==> src/rtl/apb_cmd_master_pkg.sv <==
// Shared FSM state type and UART register map used by apb_cmd_master.
package apb_cmd_pkg;

   typedef enum logic [1:0] {IDLE, SETUP, ACCESS, RESP} apb_state_t;

   // UART register word addresses within one slave window
   localparam logic [9:0] UART_DATA_ADDR   = 10'h000;
   localparam logic [9:0] UART_STATUS_ADDR = 10'h001;
   localparam logic [9:0] UART_CTRL_ADDR   = 10'h002;
   localparam logic [9:0] UART_INT_ADDR    = 10'h003;
   localparam logic [9:0] UART_BAUD_ADDR   = 10'h004;
   localparam logic [9:0] UART_PARITY_ADDR = 10'h005;
   localparam logic [9:0] SLAVE_STRIDE     = 10'h008;

   function automatic logic [9:0] uart_reg_addr(input logic [9:0] slave_idx,
                                                input logic [9:0] reg_off);
      return slave_idx * SLAVE_STRIDE + reg_off;
   endfunction

endpackage

==> src/rtl/apb_cmd_master_tmo_cnt.sv <==
// ACCESS wait-state counter; o_done marks the PREADY-low cycle that hits TMO_CYC.
// Only instantiated when APB_TIMEOUT_EN is defined.
module apb_tmo_cnt #(
   parameter int TMO_CYC = 16
)(
   input  logic clk,
   input  logic rst,
   input  logic i_clr,
   input  logic i_inc,
   output logic o_done
);

   localparam logic [7:0] LIMIT = 8'(TMO_CYC - 1);

   logic [7:0] r_cnt;

   always_ff @(posedge clk or posedge rst) begin
      if (rst)
         r_cnt <= '0;
      else if (i_clr)
         r_cnt <= '0;
      else if (i_inc)
         r_cnt <= r_cnt + 8'd1;
   end

   // The increment that would reach TMO_CYC is the abort cycle itself
   assign o_done = i_inc && (r_cnt == LIMIT);

endmodule

==> src/rtl/apb_cmd_master.sv <==
// APB3 requester: one valid/ready command becomes one APB transfer plus one response.
// Define APB_TIMEOUT_EN to abort ACCESS after TMO_CYC PREADY-low cycles.
module apb_cmd_master
   import apb_cmd_pkg::*;
#(
   parameter int ADDR_W  = 10,
   parameter int DATA_W  = 32,
   parameter int TMO_CYC = 16
)(
   input  logic              PCLK,
   input  logic              PRESET,
   input  logic              cmd_valid,
   output logic              cmd_ready,
   input  logic              cmd_write,
   input  logic [ADDR_W-1:0] cmd_addr,
   input  logic [DATA_W-1:0] cmd_wdata,
   output logic              rsp_valid,
   input  logic              rsp_ready,
   output logic [DATA_W-1:0] rsp_rdata,
   output logic              rsp_err,
   output logic              rsp_tmo,
   output logic              PSEL,
   output logic              PENABLE,
   output logic              PWRITE,
   output logic [ADDR_W-1:0] PADDR,
   output logic [DATA_W-1:0] PWDATA,
   input  logic [DATA_W-1:0] PRDATA,
   input  logic              PREADY,
   input  logic              PSLVERR
);

   apb_state_t        r_state;
   logic              r_psel;
   logic              r_penable;
   logic              r_pwrite;
   logic [ADDR_W-1:0] r_paddr;
   logic [DATA_W-1:0] r_pwdata;
   logic              r_rsp_valid;
   logic [DATA_W-1:0] r_rsp_rdata;
   logic              r_rsp_err;
   logic              r_rsp_tmo;
   logic              w_tmo_done;
   logic              w_finish;

`ifdef APB_TIMEOUT_EN
   logic w_tmo_clr;
   logic w_tmo_inc;

   assign w_tmo_clr = (r_state == SETUP);
   assign w_tmo_inc = (r_state == ACCESS) && !PREADY;

   apb_tmo_cnt #(
      .TMO_CYC (TMO_CYC)
   ) u_tmo_cnt (
      .clk    (PCLK),
      .rst    (PRESET),
      .i_clr  (w_tmo_clr),
      .i_inc  (w_tmo_inc),
      .o_done (w_tmo_done)
   );
`else
   assign w_tmo_done = 1'b0;
`endif

   assign w_finish = PREADY || w_tmo_done;

   always_ff @(posedge PCLK or posedge PRESET) begin
      if (PRESET) begin
         r_state     <= IDLE;
         r_psel      <= 1'b0;
         r_penable   <= 1'b0;
         r_pwrite    <= 1'b0;
         r_paddr     <= '0;
         r_pwdata    <= '0;
         r_rsp_valid <= 1'b0;
         r_rsp_rdata <= '0;
         r_rsp_err   <= 1'b0;
         r_rsp_tmo   <= 1'b0;
      end else begin
         case (r_state)
            IDLE: begin
               if (cmd_valid) begin
                  r_psel   <= 1'b1;
                  r_pwrite <= cmd_write;
                  r_paddr  <= cmd_addr;
                  r_pwdata <= cmd_wdata;
                  r_state  <= SETUP;
               end
            end
            SETUP: begin
               r_penable <= 1'b1;
               r_state   <= ACCESS;
            end
            ACCESS: begin
               // A timeout wins: slave data/error are meaningless once aborted
               if (w_finish) begin
                  r_rsp_rdata <= (r_pwrite || w_tmo_done) ? '0 : PRDATA;
                  r_rsp_err   <= w_tmo_done || PSLVERR;
                  r_rsp_tmo   <= w_tmo_done;
                  r_rsp_valid <= 1'b1;
                  r_psel      <= 1'b0;
                  r_penable   <= 1'b0;
                  r_pwrite    <= 1'b0;
                  r_paddr     <= '0;
                  r_pwdata    <= '0;
                  r_state     <= RESP;
               end
            end
            RESP: begin
               if (rsp_ready) begin
                  r_rsp_valid <= 1'b0;
                  r_state     <= IDLE;
               end
            end
            default: r_state <= IDLE;
         endcase
      end
   end

   // Gated by PRESET so every output reads 0 while reset is held
   assign cmd_ready = (r_state == IDLE) && !PRESET;
   assign PSEL      = r_psel;
   assign PENABLE   = r_penable;
   assign PWRITE    = r_pwrite;
   assign PADDR     = r_paddr;
   assign PWDATA    = r_pwdata;
   assign rsp_valid = r_rsp_valid;
   assign rsp_rdata = r_rsp_rdata;
   assign rsp_err   = r_rsp_err;
   assign rsp_tmo   = r_rsp_tmo;

endmodule

==> config.mk <==
export PLATFORM = sky130hd
export DESIGN_NAME = apb_cmd_master
export DESIGN_NICKNAME = d
export VERILOG_FILES = /design/src/rtl/apb_cmd_master_pkg.sv /design/src/rtl/apb_cmd_master_tmo_cnt.sv /design/src/rtl/apb_cmd_master.sv
export SDC_FILE = /design/constraint.sdc
export NUM_CORES = 1
export LEC_CHECK = 0
export ABC_AREA = 0
export CAP_MARGIN = 30
export CORE_MARGIN = 2
export CORE_UTILIZATION = 42
export CTS_CLUSTER_DIAMETER = 50
export CTS_CLUSTER_SIZE = 25
export DETAILED_ROUTE_END_ITERATION = 12
export PLACE_DENSITY = 0.81
export SLEW_MARGIN = 20
export SYNTH_ARGS = -nofsm -noshare
export SYNTH_HDL_FRONTEND = slang
export SYNTH_SLANG_ARGS = --single-unit
==> constraint.sdc <==
create_clock -name PCLK -period 3.55 [get_ports PCLK]
set_input_delay 0.8875 -clock PCLK [delete_from_list [all_inputs] [get_ports PCLK]]
set_output_delay 0.8875 -clock PCLK [all_outputs]
set_load 0.02 [all_outputs]
# Yosys cells after proc, flatten, opt, wreduce, memory -nomap -nowiden

Index checks and enable logic that the tools add are counted.

Register bits: 81
Output and inout port bits: 81
Logic and storage cells: 46

Equality and inequality tests: 6
Multiplexer cells: 20
Reductions and logical operators: 11

Operators with widths:

| operator             | number |
|---|---|
| $mux W32             | 3 |
| $pmux W32 S2         | 1 |
| $mux W10             | 2 |
| $pmux W10 S2         | 1 |
| $reduce_and A3 Y1    | 3 |
| $pmux W1 S2          | 4 |
| $pmux W2 S4          | 1 |
| $mux W2              | 3 |
| $ne A2 B2 Y1 const B | 3 |
| $reduce_bool A2 Y1   | 3 |
| $mux W1              | 5 |
| $eq A2 B2 Y1 const B | 2 |
| $reduce_and A2 Y1    | 2 |
| $eq A2 B1 Y1 const B | 1 |
| $logic_not A2 Y1     | 1 |
| $logic_and A1 B1 Y1  | 1 |
| $logic_not A1 Y1     | 1 |

# Logic depth before layout (Yosys ltp)

Gate-level depths: netlist of run 1.

Depth in word-level cells: 3
Mapped depth: 8

# Least setup slack after synthesis of run 1

No wires, ideal clock.

Path kind: input to output
Start point: in PRESET
End point: out cmd_ready
Arrival time: 1.192 ns
Required time: 2.663 ns
Slack: 1.471 ns
Cell stages on the path: 1
Path buffers: 0
Cells stage by stage: nor2b_1

Word-level cells in the longest chain between the ends: 2

Ends and longest elaborated chain:

| what                | RTL line              | RTL |
|---|---|---|
| start: declaration  | apb_cmd_master.sv:11  | `input logic PRESET,` |
| $logic_not A1 Y1    | apb_cmd_master.sv:121 | `assign cmd_ready = (r_state == IDLE) && !PRESET;` |
| $logic_and A1 B1 Y1 | apb_cmd_master.sv:121 |  |
| end: declaration    | apb_cmd_master.sv:13  | `output logic cmd_ready,` |

Every way passes these cells.

# Worst setup path in the final report of run 1

Ends and elaborated chain as after synthesis.

==> results of run 1 <==
registers in the layout (all words and copies together), names as in the netlist:
signal / cells
PENABLE: 1
PADDR: 10
rsp_err: 1
rsp_rdata: 32
PWRITE: 1
PWDATA: 32
rsp_valid: 1
r_state: 2
PSEL: 1
per-stage QoR:
stage          util [%]  cell area (µm²)  std cells  hold slack, ns  worst slack [ns]
3_3_place_gp       63.6             5250        609           0.462             0.600
3_5_place_dp       63.6             5250        609           0.469             0.605
2_1_floorplan         -             3610        372           0.536             0.582
5_1_grt            66.4             5490        626           0.502             0.583
6_report           66.4             5490        626           0.483             0.617
4_1_cts            66.2             5470        625           0.489             0.616
cells by family (layout without fill, tap and decap cells):
| group | after synthesis | in the layout | synth area share, % |
|---|---|---|---|
| other cells | 1 | 1 | 0.104 |
| buf+inv | 41 | 190 | 5.16 |
| fa+ha+maj | 6 | 6 | 2.08 |
| mux | 5 | 5 | 1.80 |
| simple gates | 157 | 157 | 22.7 |
| flops | 81 | 81 | 56.2 |
| compound gates | 81 | 81 | 12.0 |
synthesized netlist by cell type:
cell type,count,share of area [%]
mux2i_4,1,0.62
mux2_1,1,0.31
buf_4,2,0.42
nor2_1,1,0.10
o21ai_0,73,10
nand2b_1,1,0.17
ha_1,6,2.1
buf_6,2,0.62
o31ai_1,1,0.21
conb_1,1,0.10
dfrtp_1,81,56
mux2i_1,2,0.55
nor2b_4,1,0.38
clkbuf_1,23,2.4
o21ai_1,5,0.69
a22o_1,1,0.24
clkbuf_2,3,0.42
nand4b_1,43,10
nand2_1,110,11
buf_2,5,0.69
mux2_2,1,0.31
a221oi_4,1,0.73
nor2b_1,1,0.17
inv_1,6,0.62
worst max-delay path by stage:
| stage | depth (start not counted) | to | slack (ns) |
|---|---|---|---|
| after CTS | 3 | cmd_ready | 0.62 |
| after global routing | 3 | cmd_ready | 0.58 |
| after detailed placement | 3 | cmd_ready | 0.61 |
| final | 3 | cmd_ready | 0.62 |
| after floorplan | 1 | PADDR[0] | 0.58 |
| after global placement | 3 | cmd_ready | 0.60 |
critical path: stages:
cell and delay [ns]:
clkdlybuf4s50_1 0.43, nor2b_1 0.11, clkdlybuf4s50_1 0.61
metal layers:
metal | part of all wire, % | vias up | wire (µm)
li1 | - | 1550 | -
met5 | 0 | - | 0
met4 | 1.8 | 0 | 172
met1 | 44 | 1548 | 4170
met3 | 8.8 | 17 | 841
met2 | 46 | 140 | 4400
power breakdown:
part           internal, mW  switching, mW
Sequential             1.26          0.183
Combinational         0.991           1.22
Clock                 0.415          0.324
final cells by class:
cell class / instances / area [µm²] / area share (%)
inverters: 6 / 23.8 / 0.433
well taps: 105 / 131 / 2.40
clock buffers: 11 / 141 / 2.58
multi-input cells: 250 / 1400 / 25.5
repair buffers: 168 / 1680 / 30.7
clock inverters: 5 / 78.8 / 1.44
flip-flops and latches: 81 / 2030 / 37.0
==> qor.yml, run 1 <==
n_antenna_cell: 0
crit_path_start: "PRESET"
grt_pass1_vias: 3295
cts_tree: "yes"
vias: 3255
p_leak_nw: 2.53
firstDrtPassIters: 4
synth_warnings: 0
drive_above_1_share_pct: 5.76
avgSynthCellArea_um2: 9.70
grt_max_degree: 53
mostFrequentLayoutCell: "clkdlybuf4s50_1"
slew_viol_final: 0
p_per_area_nw_per_um2: 802
worst_ep_required_time_ns: 2.66
ys_ff_latch: 81
vias_per_cell: 5.20
drc: 0
worstSetupStartpointType: "input port"
post_cts_buffers: 0
clk_latency_ns: 0.34
ir_drop_mv: 0.386
ant_nets: 0
period_minus_slack_ns: 2.93
holdCritStartpoint: "rsp_rdata[5]"
fp-row-count: 33
grt_use_total_pct: 20.8
cts_max_level: 3
dieArea_um2: 9350
post_cts_resized: 0
antenna_found_initial: 0
cts.reportedPaths.clkPinSlew_ns: 0.07
holdPathStages: 2
period_share_pct: 82.6
grt_pass1_wl_mm: 16.1
tightestPinTransition_ns: 0.923
hp-class: "reg2reg"
gr-usage-met3_pct: 7.44
ys_seq_area_share_pct: 56.2
synth.distinct_cells: 24
hpwl_mm: 6.43
skew_ns: 0.00686
setup_tns_ns: 0
fill_cells: 697
slew_headroom_pct: 38.3
syn-num-nets: 459
cts_buffers: 9
busiest_layer: "met2"
io_pins: 162
die_y_um: 96.7
grt_setup_unrepaired: "false"
nets: 603
syn_inst: 372
worstSetupPathType: "in2out"
die_x_um: 96.7
holdPathEnd: "rsp_rdata[5]"
clkSinkCount: 81
r2r-start: "r_state[0]"
crit_fanout: 2
arrival_ns: 2.05
setup_viol: 0
wl_per_cell_um: 15.3
first_iter_violations: 149
root_buffer: "clkbuf_8"
final-hold-violation-count: 0
total_power_mw: 4.40
synthesis.area_um2: 3610
regToRegSetupSlack_ns: 0.91
areaGrowthSynthToFinish_pct: 52.0
gp_congestion: 0.844
drv_cap: 0
final_cell_mix: "clkdlybuf4s50_1 (160), nand2_1 (109), dfrtp_1 (81)"
core_um2: 8260
fmax_mhz: 341
crit_path_end_kind: "primary output"
start_util_pct: 43.7
routed_wirelength_mm: 9.59
gr-total-overflow: 0
portBuffers: 160
clock_path_buffers: 2
postCtsHoldBufs: 0
run_status: "finished clean"
met1_usage_pct: 27.5
worst-r2r-cell-count: 6
grt_use_met2_pct: 31.9
worstReg2RegEnd: "r_state[1]"
(Power assumes the default switching activity.)
==> run 2, diff against run 1 <==
--- a/config.mk
+++ b/config.mk
@@ -8,11 +8,11 @@
 export ABC_AREA = 0
 export CAP_MARGIN = 30
 export CORE_MARGIN = 2
-export CORE_UTILIZATION = 42
+export CORE_UTILIZATION = 38
 export CTS_CLUSTER_DIAMETER = 50
 export CTS_CLUSTER_SIZE = 25
 export DETAILED_ROUTE_END_ITERATION = 12
-export PLACE_DENSITY = 0.81
+export PLACE_DENSITY = 0.77
 export SLEW_MARGIN = 20
 export SYNTH_ARGS = -nofsm -noshare
 export SYNTH_HDL_FRONTEND = slang
==> constraint.sdc (replaced) <==
create_clock -name PCLK -period 2.65 [get_ports PCLK]
set_input_delay 0.6625 -clock PCLK [delete_from_list [all_inputs] [get_ports PCLK]]
set_output_delay 0.6625 -clock PCLK [all_outputs]
set_load 0.02 [all_outputs]
==> qor.yml, run 2 (synthesis results as in run 1) <==
cts_buffers: 9  # unchanged
n_antenna_cell: 0  # unchanged
holdWs_ns: 0.481  # -0.00165 ns
die_x_um: 101  # +4.9%
worstSetupPathType: "reg2reg"
clk_latency_ns: 0.33  # about the same
worst_ep_required_time_ns: 2.86  # +0.20 ns
clock_path_buffers: 2  # unchanged
slew_viol_final: 0  # unchanged
clkSinkCount: 81  # unchanged
multiInputGateArea_um2: 1400  # -0.18%
path_delay_family: "simple AND/OR/NAND/NOR gates"
place_area_um2: 5310  # +1.1%
crit_path_end_kind: "flip-flop"
start_util_pct: 39.1  # -4.6 points
gp_congestion: 0.767  # -9.2%
grt_pass1_vias: 3158  # -4.2%
io_pins: 162  # unchanged
final_cell_mix: "clkdlybuf4s50_1 (159), nand2_1 (109), dfrtp_1 (81)"
antenna_found_initial: 0  # unchanged
firstDrtPassIters: 6  # +2
p_per_area_nw_per_um2: 1040  # +30%
place_ws_ns: 0.185  # -0.421 ns
setup_tns_ns: 0  # unchanged
hpwl_mm: 6.40  # -0.46%
grt_pass1_wl_mm: 15.2  # -5.9%
total_power_mw: 5.74  # +31%
fin_cells: 651  # +4.0%
fill_cells: 807  # +16%
crit_fanout: 46  # +44
period_share_pct: 93.5
areaGrowthSynthToFinish_pct: 52.3
final-hold-violation-count: 0  # unchanged
final-seq-area_um2: 2030  # unchanged
nets: 604  # +0.17%
hp-class: "reg2reg"
setup_viol: 0  # unchanged
final_area_um2: 5500  # +0.25%
max_stage_delay_ns: 0.81  # +0.20 ns
mostFrequentLayoutCell: "clkdlybuf4s50_1"
ant_nets: 0  # unchanged
fp-row-count: 35  # +6.1%
cts_tree: "yes"
crit_buf_inv: 2  # unchanged
drive_above_1_share_pct: 5.56  # -0.20 points
drv_cap: 0  # unchanged
cts.reportedPaths.clkPinSlew_ns: 0.08  # about the same
tightestPinTransition_ns: 0.916  # -0.00664 ns
grt_max_degree: 82  # +55%
cts_max_level: 3  # unchanged
dpl.cell_count: 634  # +4.1%
root_buffer: "clkbuf_8"
gr-total-overflow: 0  # unchanged
die_y_um: 101  # +4.9%
vias: 3257  # +0.061%
path_cells: "inv_1 -> ha_1 -> buf_4 -> nor2b_4 -> a221oi_4 -> mux2_1"
grt_setup_unrepaired: "false"
arrival_ns: 2.69  # +0.64 ns
worst_slack_ns: 0.172  # -0.445 ns
grt_use_total_pct: 18.5  # -2.3 points
core_um2: 9240  # +12%
slew_headroom_pct: 38.8  # +0.44 points
portBuffers: 160  # unchanged
ir_drop_mv: 0.530  # +37%
routed_wirelength_mm: 9.46  # -1.3%
period_minus_slack_ns: 2.48
drc: 0  # unchanged
wl_per_cell_um: 14.5  # -5.1%
skew_ns: 0.00891  # +0.00205 ns
worstSetupStartpointType: "flip-flop"
vias_per_cell: 5.00  # -3.8%
slowest_stage: "nor2b_4"
utilization_pct: 59.5  # -6.9 points
dieArea_um2: 10300  # +10%
run_status: "finished clean"
fmax_mhz: 404
first_iter_violations: 139  # -6.7%
p_leak_nw: 2.52  # -0.10%
## run 2: changes by cell type in the layout (fill, tap and decap cells not counted)
cell | previous run | this run
bufinv_16 | 2 | 0
dlymetal6s2s_1 | 0 | 1
buf_16 | 0 | 1
ha_1 | 5 | 6
clkinv_2 | 3 | 1
clkdlybuf4s50_1 | 160 | 159
clkbuf_1 | 1 | 2
clkinvlp_4 | 0 | 3
ha_2 | 1 | 0
## run 2: power breakdown
| group | switching (mW) | total (mW) | internal, mW |
|---|---|---|---|
| Combinational | 1.64 | 3.01 | 1.37 |
| Clock | 0.434 | 0.801 | 0.367 |
| Sequential | 0.242 | 1.93 | 1.69 |
| Total | 2.31 | 5.74 | 3.43 |
## run 2: worst reg2reg max path, stage by stage (launching register included)
cell and delay, ns:
dfrtp_1 0.41, inv_1 0.16, ha_1 0.26, buf_4 0.29, nor2b_4 0.81, a221oi_4 0.07, mux2_1 0.36
## run 2: final cells by class
cell class | count | share of cell area [%]
Sequential cell | 81 | 36.9
Timing Repair Buffer | 169 | 31.1
Multi-Input combinational cell | 250 | 25.4
Tap cell | 129 | 2.94
Clock buffer | 12 | 2.64
Clock inverter | 4 | 0.523
Inverter | 6 | 0.478
## run 2: path summary, 6_finish.rpt
path | startpoint | depth (start not counted) | slack (ns) | to
hold reg to reg | rsp_rdata[25] | 2 | 0.48 | rsp_rdata[25]
setup reg to reg | r_state[0] | 6 | 0.17 | r_state[1]
hold / removal | rsp_rdata[25] | 2 | 0.48 | rsp_rdata[25]
setup / recovery | r_state[0] | 6 | 0.17 | r_state[1]
max in group asynchronous | PRESET | 4 | 1.43 | rsp_rdata[21]
min in group asynchronous | PRESET | 4 | 0.88 | PWDATA[18]
## run 2: metal layers
layer	part of all wire [%]	GRT usage [%]
met4	0.92	4.99
met1	42	23.6
met5	0	0
met3	10	7.04
met2	46	29.7
## run 2: what timing repair did
| action | 4_1_cts | 5_1_grt |
|---|---|---|
| resized for setup | 0 | 1 |
| hold buffers | 0 | 0 |
| buffers inserted | 0 | 0 |
| endpoints found under the setup margin | 0 | 1 |
==> run 3, diff against run 2 <==
==> constraint.sdc (replaced) <==
create_clock -name PCLK -period 2.65 [get_ports PCLK]
set_input_delay 0.6625 -clock PCLK [delete_from_list [all_inputs] [get_ports PCLK]]
set_output_delay 0.6625 -clock PCLK [all_outputs]
set_load 0.05 [all_outputs]
==> qor.yml, run 3 (synthesis results as in run 1) <==
clk_latency_ns: 0.34  # about the same
worst_ep_required_time_ns: 1.99  # -0.87 ns
n_antenna_cell: 0  # unchanged
r2r-start: "r_state[0]"
final_cell_mix: "clkdlybuf4s50_1 (159), nand2_1 (109), dfrtp_1 (81)"
die_x_um: 101  # unchanged
cts.reportedPaths.clkPinSlew_ns: 0.08  # about the same
regToRegSetupSlack_ns: 0.48  # +0.31 ns
arrival_ns: 1.75  # -0.94 ns
drc: 0  # unchanged
post_cts_buffers: 0  # unchanged
start_util_pct: 39.1  # unchanged
grt_pass1_wl_mm: 15.3  # +1.0%
power_frac_comb_pct: 58.6  # +6.2 points
hp-class: "reg2reg"
grt_pass1_vias: 3203  # +1.4%
core_um2: 9240  # unchanged
mostFrequentLayoutCell: "clkdlybuf4s50_1"
hpwl_mm: 6.71  # +4.9%
worstSetupStartpointType: "flip-flop"
ir_drop_mv: 0.646  # +22%
grt_use_total_pct: 18.8  # +0.29 points
run_status: "finished clean"
drive_above_1_share_pct: 6.12  # +0.56 points
portBuffers: 160  # unchanged
fill_cells: 784  # -2.9%
firstDrtPassIters: 4  # -2
dieArea_um2: 10300  # unchanged
p_sw_mw: 3.32  # +44%
final-seq-area_um2: 2030  # unchanged
worstSetupPathType: "reg2out"
vias: 3234  # -0.71%
p_per_area_nw_per_um2: 1230  # +18%
post_cts_resized: 0  # unchanged
wl_per_cell_um: 14.7  # +1.4%
root_buffer: "clkbuf_8"
total_power_mw: 6.82  # +19%
crit_fanout: 7  # -85%
cts_max_level: 3  # unchanged
routed_wirelength_mm: 9.62  # +1.6%
clock_path_buffers: 2  # unchanged
fmax_mhz: 414  # +2.6%
crit_path_end_kind: "primary output"
areaGrowthSynthToFinish_pct: 53.4
drv_cap: 0  # unchanged
worst-r2r-cell-count: 6  # unchanged
grt_setup_unrepaired: "false"
final-hold-violation-count: 0  # unchanged
holdPathStages: 2  # unchanged
p_int_mw: 3.51  # +2.2%
grt_max_degree: 47  # -43%
endpoint: "cmd_ready"
worstReg2RegEnd: "PSEL"
fp-row-count: 35  # unchanged
slew_headroom_pct: 61.2  # +22 points
io_pins: 162  # unchanged
period_share_pct: 91.1  # -2.4 points
antenna_found_initial: 0  # unchanged
clkSinkCount: 81  # unchanged
clockPowerShare_pct: 13.1  # -0.8 points
slew_viol_final: 0  # unchanged
crit_path_start: "r_state[0]"
setup_viol: 0  # unchanged
skew_ns: 0.0138  # +0.00492 ns
cts_buffers: 9  # unchanged
seqPwrFrac_pct: 28.3  # -5.4 points
multiInputGateArea_um2: 1400  # unchanged
nets: 605  # +0.17%
first_iter_violations: 101  # -27%
vias_per_cell: 4.96  # -0.86%
ant_nets: 0  # unchanged
postCtsHoldBufs: 0  # unchanged
die_y_um: 101  # unchanged
p_leak_nw: 2.53  # +0.23%
switching_share_pct: 48.6  # +8.4 points
setup_tns_ns: 0  # unchanged
gp_congestion: 0.749  # -2.3%
period_minus_slack_ns: 2.41  # -0.0635 ns
cts_tree: "yes"
tightestPinTransition_ns: 0.581  # -0.335 ns
gr-total-overflow: 0  # unchanged
[run 3: critical path, cell delays in order (launching register included)]
cell     delay, ns
dfrtp_1       0.41
inv_1         0.15
ha_1          0.40
nor2b_1       0.29
buf_12        0.17
[run 3: how the worst min path moves through the flow]
| stage | startpoint | end | slack [ns] |
|---|---|---|---|
| global placement | rsp_rdata[30] | rsp_rdata[30] | 0.46 |
| finish | PWDATA[27] | PWDATA[27] | 0.48 |
| detailed placement | PWDATA[27] | PWDATA[27] | 0.47 |
| global route | PWDATA[27] | PWDATA[27] | 0.51 |
| CTS | PWDATA[27] | PWDATA[27] | 0.49 |
| floorplan | r_state[1] | r_state[1] | 0.54 |
[run 3: through the flow]
| stage | util (%) | hold WS [ns] | cell area, µm² | setup WS (ns) | std cells |
|---|---|---|---|---|---|
| final | 59.9 | 0.481 | 5540 | 0.235 | 652 |
| after global routing | 59.9 | 0.513 | 5540 | 0.0977 | 652 |
| after global placement | 57.5 | 0.464 | 5310 | 0.198 | 634 |
| after detailed placement | 57.6 | 0.468 | 5330 | 0.344 | 635 |
| after CTS | 59.8 | 0.486 | 5520 | 0.192 | 651 |
| after floorplan | - | 0.536 | 3610 | 0.465 | 372 |
[run 3: area by class of cell]
type	count	area share, %
clock inverter	5	0.994
tap	129	2.92
clock buffer	11	2.55
inverter	6	0.475
timing repair buffer	170	31.2
sequential	81	36.6
multi-input combinational	250	25.3
[run 3: power groups by stage]
stage	Clock [mW]	Combinational [mW]	Sequential, mW
2_1_floorplan	0	1.18	3.43
3_3_place_gp	0	3.91	1.94
3_5_place_dp	0	4.02	1.95
4_1_cts	0.918	4.02	1.94
5_1_grt	0.983	4.27	1.99
6_report	0.892	4.00	1.93
[run 3: metal layers]
layer	track usage, %	wire (µm)	up-vias
met1	24.7	4240	1534
met3	6.14	857	10
met5	0	0	-
li1	-	-	1559
met4	5.61	102	0
met2	29.9	4420	131
